### src/rtl/sevenseg_mux.sv
// sevenseg_mux: four-digit common-anode seven-segment scanner.
// Ports: clk, reset (sync, active-high), d0..d3 BCD digits, tick
// (decimal-point trigger); an/seg/dp active-low registered outputs.
module sevenseg_mux #(
  parameter int REFRESH_DIV = 4,
  parameter int DP_HOLD     = 8,
  parameter int BLANK_LZ    = 1
) (
  input  logic       clk,
  input  logic       reset,
  input  logic [3:0] d0,
  input  logic [3:0] d1,
  input  logic [3:0] d2,
  input  logic [3:0] d3,
  input  logic       tick,
  output logic [3:0] an,
  output logic [6:0] seg,
  output logic       dp
);

  localparam int CW =
    (REFRESH_DIV > 1) ? $clog2(REFRESH_DIV) : 1;
  localparam int DW = $clog2(DP_HOLD + 1);

  localparam logic [CW-1:0] CNT_MAX =
    CW'(REFRESH_DIV - 1);
  localparam logic [DW-1:0] DP_LOAD =
    DW'(DP_HOLD);

  localparam logic [6:0] SEG_OFF  = 7'b1111111;
  localparam logic [6:0] SEG_DASH = 7'b0111111;

  logic [CW-1:0]   cnt_q, cnt_d;
  logic [1:0]      sel_q, sel_d;
  logic [3:0][3:0] sh_q,  sh_d;
  logic [DW-1:0]   dpc_q, dpc_d;
  logic [3:0]      an_q,  an_d;
  logic [6:0]      seg_q, seg_d;
  logic            dp_q,  dp_d;

  logic wrap;
  logic frame_end;
  logic z3, z2, z1;
  logic blank;

  // Segment pattern g..a, active-low; 10-15 show a dash.
  function automatic logic [6:0] dec(
    input logic [3:0] v
  );
    logic [6:0] s;
    case (v)
      4'd0:    s = 7'b1000000;
      4'd1:    s = 7'b1111001;
      4'd2:    s = 7'b0100100;
      4'd3:    s = 7'b0110000;
      4'd4:    s = 7'b0011001;
      4'd5:    s = 7'b0010010;
      4'd6:    s = 7'b0000010;
      4'd7:    s = 7'b1111000;
      4'd8:    s = 7'b0000000;
      4'd9:    s = 7'b0010000;
      default: s = SEG_DASH;
    endcase
    return s;
  endfunction

  always_comb begin
    wrap      = (cnt_q == CNT_MAX);
    frame_end = wrap && (sel_q == 2'd3);

    cnt_d = wrap ? '0 : cnt_q + CW'(1);
    sel_d = wrap ? sel_q + 2'd1 : sel_q;

    // Digits are latched together only at the
    // frame boundary so a frame never mixes values.
    sh_d = frame_end ? {d3, d2, d1, d0} : sh_q;

    // A tick reloads even while counting down.
    dpc_d = dpc_q;
    if (tick)
      dpc_d = DP_LOAD;
    else if (dpc_q != '0)
      dpc_d = dpc_q - DW'(1);

    z3 = (sh_q[3] == 4'd0);
    z2 = z3 && (sh_q[2] == 4'd0);
    z1 = z2 && (sh_q[1] == 4'd0);

    blank = 1'b0;
    if (BLANK_LZ != 0) begin
      case (sel_q)
        2'd3:    blank = z3;
        2'd2:    blank = z2;
        2'd1:    blank = z1;
        default: blank = 1'b0;
      endcase
    end

    an_d  = ~(4'b0001 << sel_q);
    seg_d = blank ? SEG_OFF : dec(sh_q[sel_q]);
    dp_d  = ~((sel_q == 2'd0) && (dpc_q != '0));
  end

  always_ff @(posedge clk) begin
    if (reset) begin
      cnt_q <= '0;
      sel_q <= 2'd0;
      sh_q  <= '0;
      dpc_q <= '0;
      an_q  <= 4'b1111;
      seg_q <= SEG_OFF;
      dp_q  <= 1'b1;
    end else begin
      cnt_q <= cnt_d;
      sel_q <= sel_d;
      sh_q  <= sh_d;
      dpc_q <= dpc_d;
      an_q  <= an_d;
      seg_q <= seg_d;
      dp_q  <= dp_d;
    end
  end

  assign an  = an_q;
  assign seg = seg_q;
  assign dp  = dp_q;

endmodule

### config.mk
export PLATFORM = sky130hd
export DESIGN_NAME = sevenseg_mux
export DESIGN_NICKNAME = d
export VERILOG_FILES = /design/src/rtl/sevenseg_mux.sv
export SDC_FILE = /design/constraint.sdc
export NUM_CORES = 1
export LEC_CHECK = 0
export CAP_MARGIN = 30
export CORE_AREA = 2 2 60 62
export DETAILED_ROUTE_END_ITERATION = 8
export DIE_AREA = 0 0 62 64
export PLACE_DENSITY = 0.73
export SETUP_SLACK_MARGIN = 0.15
export SLEW_MARGIN = 30
export SYNTH_ARGS = -nofsm -noshare
export SYNTH_HDL_FRONTEND = slang
export SYNTH_SLANG_ARGS = --single-unit
### constraint.sdc
create_clock -name clk -period 2.1 [get_ports clk]
set_input_delay 0.525 -clock clk [delete_from_list [all_inputs] [get_ports clk]]
set_output_delay 0.525 -clock clk [all_outputs]
set_load 0.01 [all_outputs]
==> flow_summary.json <==
{
  "p_switching_mw": 0.315,
  "final_common_cell": "nand2_1",
  "avgViaCountPerCell": 5.09,
  "vias": 1303,
  "gp_congestion": 0.913,
  "postCtsHoldBufs": 0,
  "grt_pass1_wl_um": 5630,
  "n_antenna_cell": 0,
  "rrSetupSlack_ns": 0.26,
  "fp.coreArea_um2": 3280,
  "routed_wl_um": 3250,
  "fp.dieH_um": 64,
  "pwr-share-comb_pct": 13.5,
  "slew_violations": 0,
  "die_w_um": 62,
  "place_hpwl_um": 2500,
  "dieArea_um2": 3970,
  "ant_nets": 0,
  "syn-num-nets": 211,
  "fin_skew_ns": 0.0157,
  "status": "finished clean",
  "tightest_slew_ns": 0.532,
  "layout-drive-gt1-share_pct": 9.52,
  "r2r_cells": 7,
  "netlist_instances": 179,
  "grt_use_total_pct": 19.1,
  "fin_nets": 241,
  "synth_area_per_cell_um2": 9.02,
  "drc_errors": 0,
  "hold_viol": 0,
  "numCtsBuffers": 5,
  "r2r-start": "sel_q[0]",
  "r2r-end": "seg[4]",
  "min_path_cells": 1,
  "path_max_fanout": 5,
  "wl_per_cell_um": 12.7,
  "layout_common_cells": "nand2_1, dfxtp_1, clkdlybuf4s50_1",
  "port_buffers": 30,
  "power_leakage_nw": 0.748,
  "max_clock_freq_mhz": 544,
  "synth_cell_types": 31,
  "grt_max_degree": 24,
  "num_rows": 21,
  "dp_cells": 248,
  "path_class": "flop to flop",
  "syn_area_um2": 1610,
  "area_growth_pct": 24.8,
  "antenna_found_initial": 0,
  "arrival_ns": 2.06,
  "rsz0062_at_grt": "false",
  "ys_seq_elements": 36,
  "post-route-period-util_pct": 87.6,
  "maxCapViolations": 0,
  "vdd_drop_max_mv": 0.459,
  "p_sw_share_pct": 24.5,
  "cts-root-buf": "clkbuf_4",
  "relSlewSlack_pct": 64.5,
  "min_to": "cnt_q[0]",
  "crit_path_start_kind": "flop",
  "fin_crit_ns": 1.84,
  "clkLatencyLatePin_ns": 0.34,
  "internal_power_mw": 0.973,
  "cts_buffer_depth": 2,
  "fin_cells": 256,
  "io_pins": 31,
  "cellPowerDensity_nw_per_um2": 639,
  "seqPwrFrac_pct": 56.4,
  "htreeDepth": 2,
  "finalSetupViolCount": 0,
  "hold_path.class": "flop to flop",
  "grt_pass1_vias": 1299,
  "clkTransAtPathRegs_ns": 0.11,
  "ys_seq_area_share_pct": 44.7,
  "cts.sinks": 36,
  "end_kind": "flop",
  "overflow": 0,
  "first_pass_iters": 4,
  "required_ns": 2.32,
  "first_iter_violations": 45,
  "hold_start": "cnt_q[0]",
  "pwr-share-clk_pct": 30.1,
  "yosysWarnings": 0,
  "start_util_pct": 49.1,
  "cts_tree": "done",
  "finalSetupTns_ns": 0
}
==> critical path, cell delays in order (launching register included) <==
cell      delay, ns
dfxtp_4        0.40
mux4_2         0.56
inv_2          0.10
ha_1           0.15
inv_1          0.05
mux2_4         0.26
o21ai_2        0.10
o211ai_1       0.09
==> cells in the mapped netlist, drive strengths merged <==
cell,count,share of area (%)
nand2,40,9.3
dfxtp,36,45
a21oi,20,6.2
ha,13,10
inv,10,2.3
nor2,9,2.1
clkbuf,8,1.9
o211ai,6,2.8
nor3,5,1.6
mux4,4,5.6
o21ai,4,1.5
and2,3,1.2
buf,2,1.0
nor4,2,0.78
o21bai,2,0.93
xnor2,2,1.1
a2111oi,1,0.54
a21o,1,0.47
mux2,1,0.93
mux2i,1,0.62
nand3,1,0.31
nand3b,1,0.47
nor2b,1,0.39
nor3b,1,0.47
o221ai,1,0.54
o31ai,1,0.78
or3,1,0.39
or3b,1,0.70
xor2,1,0.54
==> timing repair <==
item	4_1_cts	5_1_grt
buffers inserted	0	0
setup endpoints to repair	1	3
resized for setup	1	3
==> registers in the layout, indices dropped and copies added, names as in the netlist <==
register,cells
an,4
sel_q,2
sh_q,16
dp,1
cnt_q,2
dpc_q,4
seg,7
==> power by group through the flow <==
stage | clock [mW] | combinational (mW) | sequential (mW)
3_3_place_gp | 0 | 0.166 | 0.741
5_1_grt | 0.428 | 0.197 | 0.730
6_report | 0.387 | 0.174 | 0.727
3_5_place_dp | 0 | 0.174 | 0.743
4_1_cts | 0.393 | 0.175 | 0.727
2_1_floorplan | 0 | 0.0910 | 0.745
==> per-layer routing <==
metal / global-route usage, % / part of all wire [%] / vias up / wire length, µm
met2: 30.3 / 51 / 34 / 1660
met5: 0 / 0 / - / 0
met1: 21.8 / 41 / 599 / 1320
li1: - / - / 662 / -
met3: 7.49 / 6.0 / 8 / 195
met4: 8.78 / 2.1 / 0 / 67
==> worst max-delay path by stage <==
stage	start	slack, ns	end
floorplan	sel_q[0]	0.23	seg[4]
global placement	sel_q[0]	0.20	seg[4]
detailed placement	sel_q[0]	0.10	seg[4]
CTS	sel_q[0]	0.19	seg[4]
global route	sel_q[0]	0.17	seg[4]
finish	sel_q[0]	0.26	seg[4]
==> layout make-up <==
| type | instances | area, µm² |
|---|---|---|
| multi-input cells | 123 | 813 |
| inverters | 10 | 37.5 |
| fillers | 297 | 1270 |
| repair buffers | 33 | 323 |
| well taps | 46 | 57.6 |
| clock buffers | 8 | 58.8 |
| flip-flops and latches | 36 | 724 |
==> cell families (layout without fill, tap and decap cells) <==
group | Yosys count | in the layout | share of synthesized area (%)
compound gates | 36 | 36 | 13.7
xor+xnor | 3 | 3 | 1.63
fa+ha+maj | 13 | 13 | 10.1
buf+inv | 20 | 51 | 5.19
flops | 36 | 36 | 44.7
mux | 6 | 6 | 7.13
simple gates | 65 | 65 | 17.6
==> stage by stage <==
stage                     hold WS, ns  instance area [µm²]  power [mW]  worst slack, ns  utilization (%)
after floorplan                 0.404                 1610       0.836            0.228                -
after global placement          0.412                 1950       0.907            0.203             59.3
after detailed placement        0.424                 1950       0.917            0.105             59.3
after CTS                       0.441                 2010        1.30            0.187             61.1
after global routing            0.451                 2010        1.35            0.173             61.3
final                           0.435                 2010        1.29            0.261             61.3
Power figures use the tool's default switching activity.
